<file path="src/rtl/ctrl_pipeline_pkg.sv">
// Shared definitions for the control pipeline: branch, next-PC and forward
// encodings plus the packed per-stage control word.
package ctrl_pipeline_pkg;

    localparam int unsigned ALU_CTRL_W = 3;
    localparam int unsigned BR_W       = 2;
    localparam int unsigned PC_SRC_W   = 2;
    localparam int unsigned FW_W       = 2;

    // Branch type carried with the instruction (11 behaves as none)
    localparam logic [BR_W-1:0] BR_NONE = 2'b00;
    localparam logic [BR_W-1:0] BR_EQ   = 2'b01;
    localparam logic [BR_W-1:0] BR_NE   = 2'b10;

    // Next-PC select
    localparam logic [PC_SRC_W-1:0] PC_SEQ = 2'b00;
    localparam logic [PC_SRC_W-1:0] PC_BR  = 2'b01;
    localparam logic [PC_SRC_W-1:0] PC_JMP = 2'b10;

    // EX operand source select
    localparam logic [FW_W-1:0] FW_RF  = 2'b00;
    localparam logic [FW_W-1:0] FW_WB  = 2'b01;
    localparam logic [FW_W-1:0] FW_MEM = 2'b10;

    // Control bits held in the ID/EX register
    typedef struct packed {
        logic                  reg_write;
        logic                  mem_to_reg;
        logic                  mem_write;
        logic                  alu_src;
        logic [ALU_CTRL_W-1:0] alu_control;
        logic [BR_W-1:0]       branch;
    } ctrl_t;

    localparam ctrl_t CTRL_BUBBLE = '0;

    // Branch outcome from the branch type and the ALU zero flag
    function automatic logic branch_taken(input logic [BR_W-1:0] br, input logic zero);
        logic taken;
        case (br)
            BR_NONE: taken = 1'b0;
            BR_EQ:   taken = zero;
            BR_NE:   taken = ~zero;
            default: taken = 1'b0;
        endcase
        return taken;
    endfunction

endpackage

</file>
<file path="src/rtl/ctrl_pipeline_if.sv">
// Control-pipeline bus: ID-stage decoded controls in, per-stage controls and
// hazard enables out. Statistics counters exist only with CTRL_PIPE_STATS_EN.
interface ctrl_pipeline_if #(
    parameter int unsigned REG_AW = 5
`ifdef CTRL_PIPE_STATS_EN
    ,
    parameter int unsigned CNT_W = 16
`endif
);
    // ID stage
    logic              id_RegWrite;
    logic              id_MemtoReg;
    logic              id_MemWrite;
    logic              id_AluSrc;
    logic              id_RegDst;
    logic              id_Jump;
    logic [2:0]        id_AluControl;
    logic [1:0]        id_Branch;
    logic [REG_AW-1:0] id_rs;
    logic [REG_AW-1:0] id_rt;
    logic [REG_AW-1:0] id_rd;
    logic              ex_zero;

    // EX stage
    logic              ex_RegWrite;
    logic              ex_MemtoReg;
    logic              ex_MemWrite;
    logic              ex_AluSrc;
    logic [2:0]        ex_AluControl;
    logic [REG_AW-1:0] ex_rs;
    logic [REG_AW-1:0] ex_rt;
    logic [REG_AW-1:0] ex_wreg;

    // MEM and WB stages
    logic              mem_RegWrite;
    logic              mem_MemtoReg;
    logic              mem_MemWrite;
    logic [REG_AW-1:0] mem_wreg;
    logic              wb_RegWrite;
    logic              wb_MemtoReg;
    logic [REG_AW-1:0] wb_wreg;

    // Hazard control
    logic [1:0]        pc_src;
    logic              StallF;
    logic              StallD;
    logic              FlushD;
    logic              FlushE;
    logic [1:0]        ForwardA;
    logic [1:0]        ForwardB;

`ifdef CTRL_PIPE_STATS_EN
    logic [CNT_W-1:0]  stall_cnt;
    logic [CNT_W-1:0]  flush_cnt;
`endif

    modport master (
        output id_RegWrite, id_MemtoReg, id_MemWrite, id_AluSrc, id_RegDst, id_Jump,
        output id_AluControl, id_Branch, id_rs, id_rt, id_rd, ex_zero,
        input  ex_RegWrite, ex_MemtoReg, ex_MemWrite, ex_AluSrc, ex_AluControl,
        input  ex_rs, ex_rt, ex_wreg,
        input  mem_RegWrite, mem_MemtoReg, mem_MemWrite, mem_wreg,
        input  wb_RegWrite, wb_MemtoReg, wb_wreg,
        input  pc_src, StallF, StallD, FlushD, FlushE, ForwardA, ForwardB
`ifdef CTRL_PIPE_STATS_EN
        ,
        input  stall_cnt, flush_cnt
`endif
    );

    modport slave (
        input  id_RegWrite, id_MemtoReg, id_MemWrite, id_AluSrc, id_RegDst, id_Jump,
        input  id_AluControl, id_Branch, id_rs, id_rt, id_rd, ex_zero,
        output ex_RegWrite, ex_MemtoReg, ex_MemWrite, ex_AluSrc, ex_AluControl,
        output ex_rs, ex_rt, ex_wreg,
        output mem_RegWrite, mem_MemtoReg, mem_MemWrite, mem_wreg,
        output wb_RegWrite, wb_MemtoReg, wb_wreg,
        output pc_src, StallF, StallD, FlushD, FlushE, ForwardA, ForwardB
`ifdef CTRL_PIPE_STATS_EN
        ,
        output stall_cnt, flush_cnt
`endif
    );

endinterface

</file>
<file path="src/rtl/ctrl_pipeline_hazard_unit.sv">
// Combinational hazard resolution: branch-taken redirect, load-use stall,
// jump redirect (priority branch > stall > jump) and EX forwarding selects.
// Everything is forced quiet while reset is asserted.
module ctrl_pipeline_hazard_unit
    import ctrl_pipeline_pkg::*;
#(
    parameter int unsigned REG_AW = 5
) (
    input  logic                rst_n,
    input  logic [BR_W-1:0]     ex_branch,
    input  logic                ex_zero,
    input  logic                ex_mem_to_reg,
    input  logic [REG_AW-1:0]   ex_wreg,
    input  logic [REG_AW-1:0]   ex_rs,
    input  logic [REG_AW-1:0]   ex_rt,
    input  logic [REG_AW-1:0]   id_rs,
    input  logic [REG_AW-1:0]   id_rt,
    input  logic                id_jump,
    input  logic                mem_reg_write,
    input  logic [REG_AW-1:0]   mem_wreg,
    input  logic                wb_reg_write,
    input  logic [REG_AW-1:0]   wb_wreg,
    output logic [PC_SRC_W-1:0] pc_src_c,
    output logic                stall_f_c,
    output logic                stall_d_c,
    output logic                flush_d_c,
    output logic                flush_e_c,
    output logic [FW_W-1:0]     forward_a_c,
    output logic [FW_W-1:0]     forward_b_c
`ifdef CTRL_PIPE_STATS_EN
    ,
    output logic                br_taken_c,
    output logic                lw_stall_c
`endif
);

    logic br_taken;
    logic lw_hit;

    // Operand source: newest in-flight writer of src wins, register 0 never forwards
    function automatic logic [FW_W-1:0] fwd_sel(
        input logic              m_rw,
        input logic [REG_AW-1:0] m_reg,
        input logic              w_rw,
        input logic [REG_AW-1:0] w_reg,
        input logic [REG_AW-1:0] src
    );
        logic [FW_W-1:0] sel;
        sel = FW_RF;
        if (m_rw && (m_reg != '0) && (m_reg == src)) begin
            sel = FW_MEM;
        end else if (w_rw && (w_reg != '0) && (w_reg == src)) begin
            sel = FW_WB;
        end
        return sel;
    endfunction

    // Raw branch outcome and load-use match
    always_comb begin
        br_taken = 1'b0;
        lw_hit   = 1'b0;
        if (rst_n) begin
            br_taken = branch_taken(ex_branch, ex_zero);
            lw_hit   = ex_mem_to_reg && (ex_wreg != '0) &&
                       ((ex_wreg == id_rs) || (ex_wreg == id_rt));
        end
    end

    // Redirect, stall and flush; a squashing branch overrides the stall,
    // and a stall defers the jump until it is re-presented
    always_comb begin
        pc_src_c  = PC_SEQ;
        stall_f_c = 1'b0;
        stall_d_c = 1'b0;
        flush_d_c = 1'b0;
        flush_e_c = 1'b0;
        if (br_taken) begin
            pc_src_c  = PC_BR;
            flush_d_c = 1'b1;
            flush_e_c = 1'b1;
        end else if (lw_hit) begin
            stall_f_c = 1'b1;
            stall_d_c = 1'b1;
            flush_e_c = 1'b1;
        end else if (rst_n && id_jump) begin
            pc_src_c  = PC_JMP;
            flush_d_c = 1'b1;
        end
    end

    // EX operand forwarding selects
    always_comb begin
        forward_a_c = FW_RF;
        forward_b_c = FW_RF;
        if (rst_n) begin
            forward_a_c = fwd_sel(mem_reg_write, mem_wreg, wb_reg_write, wb_wreg, ex_rs);
            forward_b_c = fwd_sel(mem_reg_write, mem_wreg, wb_reg_write, wb_wreg, ex_rt);
        end
    end

`ifdef CTRL_PIPE_STATS_EN
    assign br_taken_c = br_taken;
    assign lw_stall_c = lw_hit && !br_taken;
`endif

endmodule

</file>
<file path="src/rtl/ctrl_pipeline.sv">
// Control pipeline: carries decoded controls through ID/EX, EX/MEM and MEM/WB
// and drives the datapath stall/flush/forward controls.
// Optional CTRL_PIPE_STATS_EN adds saturating stall/flush event counters.
module ctrl_pipeline
    import ctrl_pipeline_pkg::*;
#(
    parameter int unsigned REG_AW = 5
`ifdef CTRL_PIPE_STATS_EN
    ,
    parameter int unsigned CNT_W = 16
`endif
) (
    input  logic          clk,
    input  logic          reset,
    ctrl_pipeline_if.slave bus
);

    ctrl_t             id_ctrl;
    logic [REG_AW-1:0] id_wreg;

    ctrl_t             ex_ctrl;
    logic [REG_AW-1:0] ex_rs;
    logic [REG_AW-1:0] ex_rt;
    logic [REG_AW-1:0] ex_wreg;

    logic              mem_reg_write;
    logic              mem_mem_to_reg;
    logic              mem_mem_write;
    logic [REG_AW-1:0] mem_wreg;

    logic              wb_reg_write;
    logic              wb_mem_to_reg;
    logic [REG_AW-1:0] wb_wreg;

    logic              flush_e;

`ifdef CTRL_PIPE_STATS_EN
    logic              br_taken;
    logic              lw_stall;
    logic [CNT_W-1:0]  stall_cnt;
    logic [CNT_W-1:0]  flush_cnt;
`endif

    // Pack ID controls; destination is resolved here so EX holds it directly
    always_comb begin
        id_ctrl             = CTRL_BUBBLE;
        id_ctrl.reg_write   = bus.id_RegWrite;
        id_ctrl.mem_to_reg  = bus.id_MemtoReg;
        id_ctrl.mem_write   = bus.id_MemWrite;
        id_ctrl.alu_src     = bus.id_AluSrc;
        id_ctrl.alu_control = bus.id_AluControl;
        id_ctrl.branch      = bus.id_Branch;
    end

    assign id_wreg = bus.id_RegDst ? bus.id_rd : bus.id_rt;

    ctrl_pipeline_hazard_unit #(
        .REG_AW (REG_AW)
    ) u_hazard (
        .rst_n         (reset),
        .ex_branch     (ex_ctrl.branch),
        .ex_zero       (bus.ex_zero),
        .ex_mem_to_reg (ex_ctrl.mem_to_reg),
        .ex_wreg       (ex_wreg),
        .ex_rs         (ex_rs),
        .ex_rt         (ex_rt),
        .id_rs         (bus.id_rs),
        .id_rt         (bus.id_rt),
        .id_jump       (bus.id_Jump),
        .mem_reg_write (mem_reg_write),
        .mem_wreg      (mem_wreg),
        .wb_reg_write  (wb_reg_write),
        .wb_wreg       (wb_wreg),
        .pc_src_c      (bus.pc_src),
        .stall_f_c     (bus.StallF),
        .stall_d_c     (bus.StallD),
        .flush_d_c     (bus.FlushD),
        .flush_e_c     (flush_e),
        .forward_a_c   (bus.ForwardA),
        .forward_b_c   (bus.ForwardB)
`ifdef CTRL_PIPE_STATS_EN
        ,
        .br_taken_c    (br_taken),
        .lw_stall_c    (lw_stall)
`endif
    );

    assign bus.FlushE = flush_e;

    // ID/EX register: bubble on flush
    always_ff @(posedge clk or negedge reset) begin
        if (!reset) begin
            ex_ctrl <= CTRL_BUBBLE;
            ex_rs   <= '0;
            ex_rt   <= '0;
            ex_wreg <= '0;
        end else if (flush_e) begin
            ex_ctrl <= CTRL_BUBBLE;
            ex_rs   <= '0;
            ex_rt   <= '0;
            ex_wreg <= '0;
        end else begin
            ex_ctrl <= id_ctrl;
            ex_rs   <= bus.id_rs;
            ex_rt   <= bus.id_rt;
            ex_wreg <= id_wreg;
        end
    end

    // EX/MEM register: free-running
    always_ff @(posedge clk or negedge reset) begin
        if (!reset) begin
            mem_reg_write  <= 1'b0;
            mem_mem_to_reg <= 1'b0;
            mem_mem_write  <= 1'b0;
            mem_wreg       <= '0;
        end else begin
            mem_reg_write  <= ex_ctrl.reg_write;
            mem_mem_to_reg <= ex_ctrl.mem_to_reg;
            mem_mem_write  <= ex_ctrl.mem_write;
            mem_wreg       <= ex_wreg;
        end
    end

    // MEM/WB register: free-running
    always_ff @(posedge clk or negedge reset) begin
        if (!reset) begin
            wb_reg_write  <= 1'b0;
            wb_mem_to_reg <= 1'b0;
            wb_wreg       <= '0;
        end else begin
            wb_reg_write  <= mem_reg_write;
            wb_mem_to_reg <= mem_mem_to_reg;
            wb_wreg       <= mem_wreg;
        end
    end

`ifdef CTRL_PIPE_STATS_EN
    // Saturating counts of effective load-use stalls and branch flushes
    always_ff @(posedge clk or negedge reset) begin
        if (!reset) begin
            stall_cnt <= '0;
            flush_cnt <= '0;
        end else begin
            if (lw_stall && (stall_cnt != '1)) begin
                stall_cnt <= stall_cnt + CNT_W'(1);
            end
            if (flush_e && br_taken && (flush_cnt != '1)) begin
                flush_cnt <= flush_cnt + CNT_W'(1);
            end
        end
    end

    assign bus.stall_cnt = stall_cnt;
    assign bus.flush_cnt = flush_cnt;
`endif

    assign bus.ex_RegWrite   = ex_ctrl.reg_write;
    assign bus.ex_MemtoReg   = ex_ctrl.mem_to_reg;
    assign bus.ex_MemWrite   = ex_ctrl.mem_write;
    assign bus.ex_AluSrc     = ex_ctrl.alu_src;
    assign bus.ex_AluControl = ex_ctrl.alu_control;
    assign bus.ex_rs         = ex_rs;
    assign bus.ex_rt         = ex_rt;
    assign bus.ex_wreg       = ex_wreg;

    assign bus.mem_RegWrite  = mem_reg_write;
    assign bus.mem_MemtoReg  = mem_mem_to_reg;
    assign bus.mem_MemWrite  = mem_mem_write;
    assign bus.mem_wreg      = mem_wreg;

    assign bus.wb_RegWrite   = wb_reg_write;
    assign bus.wb_MemtoReg   = wb_mem_to_reg;
    assign bus.wb_wreg       = wb_wreg;

endmodule

</file>
<file path="src/flat_wrapper.sv">
// flat-port wrapper written by rule: the top's interface ports become plain ports
module ctrl_pipeline_flat import ctrl_pipeline_pkg::*;
#(
    parameter int unsigned REG_AW = 5

)
  (clk, reset, bus_id_RegWrite, bus_id_MemtoReg, bus_id_MemWrite, bus_id_AluSrc, bus_id_RegDst, bus_id_Jump, bus_id_AluControl, bus_id_Branch, bus_id_rs, bus_id_rt, bus_id_rd, bus_ex_zero, bus_ex_RegWrite, bus_ex_MemtoReg, bus_ex_MemWrite, bus_ex_AluSrc, bus_ex_AluControl, bus_ex_rs, bus_ex_rt, bus_ex_wreg, bus_mem_RegWrite, bus_mem_MemtoReg, bus_mem_MemWrite, bus_mem_wreg, bus_wb_RegWrite, bus_wb_MemtoReg, bus_wb_wreg, bus_pc_src, bus_StallF, bus_StallD, bus_FlushD, bus_FlushE, bus_ForwardA, bus_ForwardB);
  ctrl_pipeline_if #(.REG_AW(REG_AW)) bus_i ();
  input  logic clk;
  input  logic reset;
  input wire logic [$bits(bus_i.id_RegWrite)-1:0] bus_id_RegWrite;
  input wire logic [$bits(bus_i.id_MemtoReg)-1:0] bus_id_MemtoReg;
  input wire logic [$bits(bus_i.id_MemWrite)-1:0] bus_id_MemWrite;
  input wire logic [$bits(bus_i.id_AluSrc)-1:0] bus_id_AluSrc;
  input wire logic [$bits(bus_i.id_RegDst)-1:0] bus_id_RegDst;
  input wire logic [$bits(bus_i.id_Jump)-1:0] bus_id_Jump;
  input wire logic [$bits(bus_i.id_AluControl)-1:0] bus_id_AluControl;
  input wire logic [$bits(bus_i.id_Branch)-1:0] bus_id_Branch;
  input wire logic [$bits(bus_i.id_rs)-1:0] bus_id_rs;
  input wire logic [$bits(bus_i.id_rt)-1:0] bus_id_rt;
  input wire logic [$bits(bus_i.id_rd)-1:0] bus_id_rd;
  input wire logic [$bits(bus_i.ex_zero)-1:0] bus_ex_zero;
  output wire logic [$bits(bus_i.ex_RegWrite)-1:0] bus_ex_RegWrite;
  output wire logic [$bits(bus_i.ex_MemtoReg)-1:0] bus_ex_MemtoReg;
  output wire logic [$bits(bus_i.ex_MemWrite)-1:0] bus_ex_MemWrite;
  output wire logic [$bits(bus_i.ex_AluSrc)-1:0] bus_ex_AluSrc;
  output wire logic [$bits(bus_i.ex_AluControl)-1:0] bus_ex_AluControl;
  output wire logic [$bits(bus_i.ex_rs)-1:0] bus_ex_rs;
  output wire logic [$bits(bus_i.ex_rt)-1:0] bus_ex_rt;
  output wire logic [$bits(bus_i.ex_wreg)-1:0] bus_ex_wreg;
  output wire logic [$bits(bus_i.mem_RegWrite)-1:0] bus_mem_RegWrite;
  output wire logic [$bits(bus_i.mem_MemtoReg)-1:0] bus_mem_MemtoReg;
  output wire logic [$bits(bus_i.mem_MemWrite)-1:0] bus_mem_MemWrite;
  output wire logic [$bits(bus_i.mem_wreg)-1:0] bus_mem_wreg;
  output wire logic [$bits(bus_i.wb_RegWrite)-1:0] bus_wb_RegWrite;
  output wire logic [$bits(bus_i.wb_MemtoReg)-1:0] bus_wb_MemtoReg;
  output wire logic [$bits(bus_i.wb_wreg)-1:0] bus_wb_wreg;
  output wire logic [$bits(bus_i.pc_src)-1:0] bus_pc_src;
  output wire logic [$bits(bus_i.StallF)-1:0] bus_StallF;
  output wire logic [$bits(bus_i.StallD)-1:0] bus_StallD;
  output wire logic [$bits(bus_i.FlushD)-1:0] bus_FlushD;
  output wire logic [$bits(bus_i.FlushE)-1:0] bus_FlushE;
  output wire logic [$bits(bus_i.ForwardA)-1:0] bus_ForwardA;
  output wire logic [$bits(bus_i.ForwardB)-1:0] bus_ForwardB;
  assign bus_i.id_RegWrite = bus_id_RegWrite;
  assign bus_i.id_MemtoReg = bus_id_MemtoReg;
  assign bus_i.id_MemWrite = bus_id_MemWrite;
  assign bus_i.id_AluSrc = bus_id_AluSrc;
  assign bus_i.id_RegDst = bus_id_RegDst;
  assign bus_i.id_Jump = bus_id_Jump;
  assign bus_i.id_AluControl = bus_id_AluControl;
  assign bus_i.id_Branch = bus_id_Branch;
  assign bus_i.id_rs = bus_id_rs;
  assign bus_i.id_rt = bus_id_rt;
  assign bus_i.id_rd = bus_id_rd;
  assign bus_i.ex_zero = bus_ex_zero;
  assign bus_ex_RegWrite = bus_i.ex_RegWrite;
  assign bus_ex_MemtoReg = bus_i.ex_MemtoReg;
  assign bus_ex_MemWrite = bus_i.ex_MemWrite;
  assign bus_ex_AluSrc = bus_i.ex_AluSrc;
  assign bus_ex_AluControl = bus_i.ex_AluControl;
  assign bus_ex_rs = bus_i.ex_rs;
  assign bus_ex_rt = bus_i.ex_rt;
  assign bus_ex_wreg = bus_i.ex_wreg;
  assign bus_mem_RegWrite = bus_i.mem_RegWrite;
  assign bus_mem_MemtoReg = bus_i.mem_MemtoReg;
  assign bus_mem_MemWrite = bus_i.mem_MemWrite;
  assign bus_mem_wreg = bus_i.mem_wreg;
  assign bus_wb_RegWrite = bus_i.wb_RegWrite;
  assign bus_wb_MemtoReg = bus_i.wb_MemtoReg;
  assign bus_wb_wreg = bus_i.wb_wreg;
  assign bus_pc_src = bus_i.pc_src;
  assign bus_StallF = bus_i.StallF;
  assign bus_StallD = bus_i.StallD;
  assign bus_FlushD = bus_i.FlushD;
  assign bus_FlushE = bus_i.FlushE;
  assign bus_ForwardA = bus_i.ForwardA;
  assign bus_ForwardB = bus_i.ForwardB;
  ctrl_pipeline #(.REG_AW(REG_AW)) u_core (.clk(clk), .reset(reset), .bus(bus_i));
endmodule
</file>
<file path="config.mk">
export PLATFORM = sky130hd
export DESIGN_NAME = ctrl_pipeline_flat
export DESIGN_NICKNAME = d
export VERILOG_FILES = /design/src/rtl/ctrl_pipeline_pkg.sv /design/src/rtl/ctrl_pipeline_if.sv /design/src/rtl/ctrl_pipeline_hazard_unit.sv /design/src/rtl/ctrl_pipeline.sv /design/src/flat_wrapper.sv
export SDC_FILE = /design/constraint.sdc
export NUM_CORES = 1
export LEC_CHECK = 0
export CAP_MARGIN = 10
export CORE_ASPECT_RATIO = 1.75
export CORE_MARGIN = 2
export CORE_UTILIZATION = 55
export DETAILED_ROUTE_END_ITERATION = 8
export DONT_BUFFER_PORTS = 1
export GPL_ROUTABILITY_DRIVEN = 1
export PLACE_DENSITY_LB_ADDON = 0.25
export SLEW_MARGIN = 20
export SYNTH_ARGS = -nofsm -noshare
export SYNTH_HDL_FRONTEND = slang
export SYNTH_HIERARCHICAL = 1
export SYNTH_SLANG_ARGS = --single-unit
</file>
<file path="constraint.sdc">
create_clock -name clk -period 2 [get_ports clk]
set_input_delay 0.2 -clock clk [delete_from_list [all_inputs] [get_ports clk]]
set_output_delay 0.2 -clock clk [all_outputs]
set_load 0.01 [all_outputs]
</file>
==> results of run 1 <==
timing repair:
item,CTS,global route
endpoints found under the hold margin,39,0
setup endpoints to repair,5,19
setup buffers,1,1
gates cloned,1,1
hold buffers,2,0
pin swaps,6,4
resized for setup,11,7
area by class of cell:
cell class,instances,area (sq um)
Clock inverter,1,7.51
Clock buffer,7,96.3
Fill cell,227,967
Tap cell,42,52.6
Sequential cell,39,981
Timing Repair Buffer,15,133
Inverter,1,3.75
Multi-Input combinational cell,90,719
cells in the mapped netlist (all sizes together), types with 2 or more instances:
library cell	n
nor2b	18
nor4	4
dfrtp	39
or4	5
mux2i	5
nand3	2
buf	8
o211ai	2
and2	2
o21ai	3
nor3	3
xor2	24
xnor2	6
nor2	8
nand2	2
routing by layer:
metal | part of all wire, % | global-route usage (%)
met4 | 2.1 | 9.43
met2 | 56 | 34.2
met3 | 9.5 | 6.98
met5 | 0 | 0
met1 | 32 | 19.4
placed cells by master (no fill, tap or decap), drive strengths merged:
cell type / Yosys / routed
a22oi: 1 / 1
dfrtp: 39 / 39
o211ai: 2 / 2
buf: 8 / 14
and3b: 1 / 1
nand2: 2 / 2
clkbuf: 0 / 7
clkinvlp: 0 / 1
o21ai: 3 / 3
nand3: 2 / 2
and2b: 1 / 1
xnor2: 6 / 6
nor2: 8 / 8
o21a: 1 / 1
nor3b: 1 / 1
o31a: 1 / 1
or4: 5 / 5
dlygate4sd3: 0 / 1
nor2b: 18 / 18
nor4: 4 / 4
inv: 1 / 1
xor2: 24 / 24
and2: 2 / 2
mux2i: 5 / 5
nor3: 3 / 3
per-stage QoR:
step	cell area, sq um	setup TNS (ps)	power [uW]	instances
floorplan	1710	0	1140	138
global placement	1760	0	1190	181
detailed placement	1760	0	1200	181
CTS	1960	-266	1830	193
global route	1990	-776	1900	195
finish	1990	-117	1830	195
worst min path at each step:
stage	end	slack, ps	cells past startpoint
finish	u_core/bus.ex_RegWrite	40	1
global route	u_core/bus.ex_AluControl[0]	30	1
CTS	u_core/bus.ex_rt[3]	30	1
detailed placement	u_core/bus.mem_MemWrite	-90	0
global placement	u_core/bus.mem_MemWrite	-90	0
floorplan	u_core/bus.ex_AluControl[0]	-100	0
power groups by stage:
stage | Clock (uW) | Sequential, uW | Combinational [uW]
6_report | 580 | 967 | 281
5_1_grt | 620 | 979 | 304
4_1_cts | 594 | 967 | 267
3_5_place_dp | 0 | 982 | 220
3_3_place_gp | 0 | 979 | 214
2_1_floorplan | 0 | 977 | 167
kinds of logic after synthesis:
| group | Yosys count | synth area share [%] |
|---|---|---|
| AND/OR/NAND/NOR | 47 | 17.0 |
| AO/OA/AOI/OAI | 8 | 3.36 |
| XOR/XNOR | 30 | 15.4 |
| buffers and inverters | 9 | 4.39 |
| multiplexers | 5 | 2.92 |
| flip-flops | 39 | 57.0 |
flip-flops by register name, summed over array words and instances (netlist names), 2 cells and up:
signal and cells:
u_core/bus.ex_rs 5, u_core/bus.ex_rt 5, u_core/bus.ex_wreg 5, u_core/bus.mem_wreg 5
u_core/bus.wb_wreg 5, u_core/bus.ex_AluControl 3, u_core/ex_ctrl 2
==> out/results.ini, run 1 <==
[status]
status=finished, violations left
violations=negative setup slack

[yosys]
synth_warnings=6
avgSynthCellArea_sq_um=12.4
synthesis.instances=138
synth_top_area_share_pct=57.0
synth_top_area_cell=dfrtp_1
synthTopCellsByArea=dfrtp_1, xor2_1, nor2b_1
ys_seq_area_share_pct=57.0
synth_seq_cells=39
ys.flop_type=dfrtp_1
netlist_area_sq_um=1710
synth_enable_flop_cells=0
synth_cell_types=27
async_flop_share_pct=100
synth_fp_nets=167

[clock_tree]
path_clk_slew_ps=70
cts_root_buffer=clkbuf_8
h-tree-depth=2
cts_buffer_depth=2
clk_latency_ps=290
cts_sinks=39
numCtsBuffers=5
tritoncts=built

[drt]
drc=0
viasPerCell=5.36
dr.pass1.iters=4
wirelength_um=3420
drt_iter0_drc=16
via_count=1045
final_antenna_net_count=0
wl_per_cell_um=17.6

[floorplan]
die_h_um=77.8
core-area_sq_um=2960
initial_core_util_pct=57.8
die_w_um=46.2
core.rowCount=26
floorplan.die_area_sq_um=3590
ios=76

[setup_path]
r2r_start=u_core/bus.ex_wreg[2]
crit_path_max_incr_delay_ps=560
crit_end=bus_ForwardA[0]
cp_num_buf_inv=0
startpoint_type=flip-flop
cp_cell_sequence=or4_4, o211ai_1, or4_4, nor4_4
critPathKind=flip-flop to output pin
critical_path.max_fanout=4
crit_start=u_core/bus.wb_wreg[2]
cp_data_required_time_ps=1800
reg2reg_slack_ps=120
cp.arrival_ps=1860
worst-path-stages=4
cp_common_cell=or4_4
slowest_stage=or4_4
worstRegToRegCells=6
cp-end-kind=output pin
critical_path.top_delay_family=simple AND/OR/NAND/NOR gates
rr_endpoint=u_core/bus.ex_RegWrite

[layout]
syn_to_final_growth_pct=16.4
fin_nets=181
final_core_util_pct=67.3
drive_gt1_share_pct=25.5
diodes=0

[timing]
fmaxAchievable_ghz=0.485
finalMaxSlewViolations=0
hold_viol=0
rsz0062_at_grt=true
setup_violations=3
worstMarginPinSlew_ps=413
timing.max_slew.rel_slack_pct=72.2
setup_slack_ps=-62.8
finalCriticalPeriod_ps=2060
period_share_pct=103
finClkSkew_ps=2.41
fin_hold_ws_ps=42.1

[power_and_ir_drop]
ir_drop_mv=0.619
p_int_uw=1310
p_comb_share_pct=15.4
seq_power_share_pct=52.9
powerDensity_nw_per_um2=917
pwr-share-clk_pct=31.7
p_sw_share_pct=28.4
power.leakage_uw=0.000883
switchingPower_uw=520

[global_route]
grt_pass1_wl_um=4890
antenna_found_initial=0
grt_overflow_total=0
grt_start_max_net_pins=40
grt_pass1_vias=1097
grtUsageTotal_pct=19.7

[min_path]
min_path_type=input port to flip-flop
min_from=bus_id_RegWrite

[job]
maxCapViolations=0

[placement]
dpl.hpwl_um=2380
gp_congestion=0.783
pre_cts_slack_ps=124
port_buffers=0

Note: power is estimated with default switching activity, not from simulation.
==> inputs of run 2 (changes only) <==
Settings changed: PLACE_DENSITY set to 0.72, PLACE_DENSITY_LB_ADDON 0.25 to unset.
==> run 2 against run 1 <==
Net effect: the flow still finishes with violations (negative setup slack); clock skew is 3.4 ps higher; hold slack improved by 4.7 ps; via count fell by 1.1%; sequential share of layout area fell by 0.78 points; routed wire length shrank 2.2%; register-to-register slack worse by 70 ps; critical path type unchanged; critical endpoint is now bus_FlushE.
==> out/results.ini, run 2 (synthesis gave the netlist of run 1 again) <==
[layout]
final_common_cell=dfrtp_1
fin_nets=181
final_core_util_pct=69.0
final_cell_mix=dfrtp_1, xor2_1, nor2b_1
fillers=213
syn_to_final_growth_pct=19.4
diodes=0
drive_gt1_share_pct=29.6
seq_area_sq_um=990
multi_input_area_sq_um=752

[drt]
drt_iter0_drc=17
dr.pass1.iters=4
wirelength_um=3350
drc=0
wl_per_cell_um=17.3
final_antenna_net_count=0
via_count=1034
viasPerCell=5.33

[setup_path]
worstRegToRegCells=7
cp_cell_sequence=or4_4, o211ai_1, buf_4, o21ai_4, buf_12
reg2reg_slack_ps=50
rr_endpoint=u_core/bus.ex_AluControl[0]
r2r_start=u_core/bus.ex_wreg[1]
startpoint_type=flip-flop
critPathKind=flip-flop to output pin
slowest_stage=or4_4
cp_data_required_time_ps=1800
critical_path.max_fanout=8
cp-end-kind=output pin
crit_path_max_incr_delay_ps=530
critical_path.top_delay_family=simple AND/OR/NAND/NOR gates
cp.arrival_ps=1900
cp_num_buf_inv=2

[min_path]
min_delay_path_depth=1
whs_endpoint=u_core/bus.ex_RegWrite
min_from=bus_id_RegWrite
min_path_type=input port to flip-flop

[power_and_ir_drop]
total_power_uw=1780
ir_drop_mv=0.661
powerDensity_nw_per_um2=873
power.leakage_uw=0.000883

[timing]
period_share_pct=105
rsz0062_at_grt=true
finClkSkew_ps=5.84
worstMarginPinSlew_ps=370
setup_violations=7
fmaxAchievable_ghz=0.477
setup_tns_ps=-310
setup_slack_ps=-98.6
finalMaxSlewViolations=0
fin_hold_ws_ps=46.8
timing.max_slew.rel_slack_pct=75.3
finalCriticalPeriod_ps=2100
hold_viol=0

[placement]
port_buffers=0
gp_congestion=0.812
dpl.hpwl_um=2360

[clock_tree]
h-tree-depth=2
numCtsBuffers=5
cts_buffer_depth=2
cts_sinks=39
tritoncts=built
path_clk_slew_ps=70
clk_latency_ps=280
cts_root_buffer=clkbuf_8

[floorplan]
core-area_sq_um=2960
floorplan.die_area_sq_um=3590
die_w_um=46.2
die_h_um=77.8
ios=76
initial_core_util_pct=57.8
core.rowCount=26

[status]
status=finished, violations left
violations=negative setup slack

[global_route]
grt_pass1_wl_um=4860
grt_pass1_vias=1103
grt_overflow_total=0
antenna_found_initial=0
grtUsageTotal_pct=19.7
grt_start_max_net_pins=40

[job]
maxCapViolations=0

==> run 2: cell count changes in the layout (fill, tap and decap cells not counted), sizes merged <==
cell,before,now
clkinvlp,1,0
clkinv,0,1
buf,14,13
==> run 2: what timing repair did <==
item	4_1_cts	5_1_grt
hold buffers	2	0
setup endpoints to repair	7	9
setup buffers	0	4
endpoints found under the hold margin	39	0
resized for setup	16	9
pin swaps	6	6
cloned	0	1
==> run 2: routing by layer <==
layer | GRT usage [%] | share of wire (%) | vias to the layer above
li1 | - | - | 478
met5 | 0 | 0 | -
met2 | 34.0 | 56 | 53
met1 | 18.2 | 32 | 495
met4 | 11.7 | 2.8 | 0
met3 | 6.98 | 8.2 | 8
==> run 2: worst max path at each step <==
stage | start | endpoint | slack (ps) | cells past startpoint
after global routing | u_core/bus.ex_wreg[1] | bus_FlushE | -160 | 5
after CTS | u_core/bus.ex_wreg[1] | bus_StallD | -110 | 5
final | u_core/bus.ex_wreg[1] | bus_FlushE | -100 | 5
after detailed placement | u_core/bus.ex_wreg[1] | bus_StallD | 150 | 5
after floorplan | u_core/bus.ex_wreg[1] | u_core/bus.ex_wreg[0] | 2 | 6
after global placement | u_core/bus.ex_wreg[1] | bus_StallD | 170 | 5
==> run 2: where the power goes <==
group | total (uW) | internal [uW] | leakage [uW] | switching (uW)
combinational | 290 | 140 | 0.000381 | 150
clock | 513 | 270 | 0.0000470 | 243
sequential | 982 | 866 | 0.000455 | 115
==> run 2: area by class of cell <==
class                           count  share of cell area [%]
Clock buffer                        6                    4.04
Clock inverter                      1                   0.245
Inverter                            1                   0.184
Multi-Input combinational cell     90                    36.8
Sequential cell                    39                    48.4
Tap cell                           42                    2.57
Timing Repair Buffer               15                    7.72
==> run 2: stage by stage <==
step | area (sq um) | instances | setup slack [ps]
3_5_place_dp | 1770 | 180 | 150
4_1_cts | 1950 | 189 | -108
3_3_place_gp | 1770 | 180 | 167
2_1_floorplan | 1710 | 138 | 2.41
5_1_grt | 2040 | 194 | -162
6_report | 2040 | 194 | -98.6
==> run 2: worst reg2reg max path: stages (launching register included) <==
cell and delay, ps:
dfrtp_2 460, or4_4 530, o211ai_1 230, buf_4 160
o21ai_4 80, buf_4 160, buf_4 140, nor2b_1 120
==> inputs of run 3 (changes only) <==
Settings changed: SLEW_MARGIN 20 to 40.
==> results of run 3 <==
The final DEF is identical to that of run 2; final timing and power are the same.
==> variant (settings of run 2) <==
Take the reset off `mem_wreg` and load it in a clocked block of its own.
--- a/src/rtl/ctrl_pipeline.sv
+++ b/src/rtl/ctrl_pipeline.sv
@@ -114,11 +114,13 @@
             mem_mem_to_reg <= 1'b0;
             mem_mem_write  <= 1'b0;
-            mem_wreg       <= '0;
         end else begin
             mem_reg_write  <= ex_ctrl.reg_write;
             mem_mem_to_reg <= ex_ctrl.mem_to_reg;
             mem_mem_write  <= ex_ctrl.mem_write;
-            mem_wreg       <= ex_wreg;
         end
+    end
+
+    always_ff @(posedge clk) begin
+        mem_wreg <= ex_wreg;
     end
 
Behaviour: differs if reset is asserted again (counterexample within 4 cycles, from zero or initial values and one cycle with reset low); with reset held inactive, the same outputs for 10 cycles.
==> variant against run 2 <==
- via count is 2.6% higher
- sequential cell count unchanged
- wire length is 3.3% higher
- cell area is 1.2% higher
- first-iteration DRC count shrank 18%
- total power is 7.8% higher
- global-route usage down 0.62 points
- die area decreased by 1.4%
- the flow still finishes with violations (negative setup slack)
- worst setup slack better by 15 ps
- maximum frequency rose by 0.71%
- synthesized area is 1.5% lower
==> variant: results <==
export IMPL_outcome="finished, violations left"
export IMPL_violations="negative setup slack"
export IMPL_nFillCells=207
export IMPL_fin_hold_ws_ps=40.8
export IMPL_synth_top_cells_by_count="34 x dfrtp_1, 24 x xor2_1, 18 x nor2b_1"
export IMPL_crit_end="bus_StallF"
export IMPL_crit_path_max_fanout=3
export IMPL_pwr_share_seq=0.511
export IMPL_wl_per_cell_um=18.9
export IMPL_powerSeq_mw=0.984
export IMPL_fin_ws_ps=-83.7
export IMPL_dpl_hpwl_um=2400
export IMPL_synth_area_top_cells="dfrtp_1 50%, xor2_1 12%, nor2b_1 6.7%, dfxtp_1 5.9%, xnor2_1 3.1%"
export IMPL_drt_total_wl_um=3460
export IMPL_pwr_share_comb=0.156
export IMPL_synth_distinct_cells=28
export IMPL_place_area_um2=1730
export IMPL_setup_viol=6
export IMPL_p_leak_nw=0.900
export IMPL_ir_worst_vdd_mv=1.02
export IMPL_first_iter_violations=14
export IMPL_synth_compound_area_frac=0.0341
export IMPL_area_growth_pct=22.6
export IMPL_ys_seq_area_frac=0.564
export IMPL_worstMarginPinSlew_ps=353
export IMPL_synthMuxAreaShare=0.0297
-- variant: cell count changes after synthesis, sizes merged --
cell	change
dfrtp	-5
dfxtp	+5
-- variant: layout make-up --
cell class,count,share of cell area
Sequential cell,39,0.467
Multi-Input combinational cell,90,0.364
Timing Repair Buffer,17,0.0956
Clock buffer,5,0.0333
Clock inverter,3,0.0212
Tap cell,28,0.0169
Inverter,1,0.00181
-- variant: metal layers --
layer | part of all wire | up-vias | track usage | routed length, um
li1 | - | 482 | - | -
met1 | 0.32 | 518 | 0.167 | 1100
met2 | 0.57 | 52 | 0.336 | 1980
met3 | 0.087 | 9 | 0.0824 | 300
met4 | 0.024 | 0 | 0.0971 | 82
met5 | 0 | - | 0 | 0
-- variant: repair_timing --
action	in CTS	in global routing
resized for setup	16	12
pin swaps	8	9
endpoints found under the hold margin	34	0
setup endpoints to repair	7	8
gates cloned	0	2
buffers inserted	1	4
hold buffers	2	0
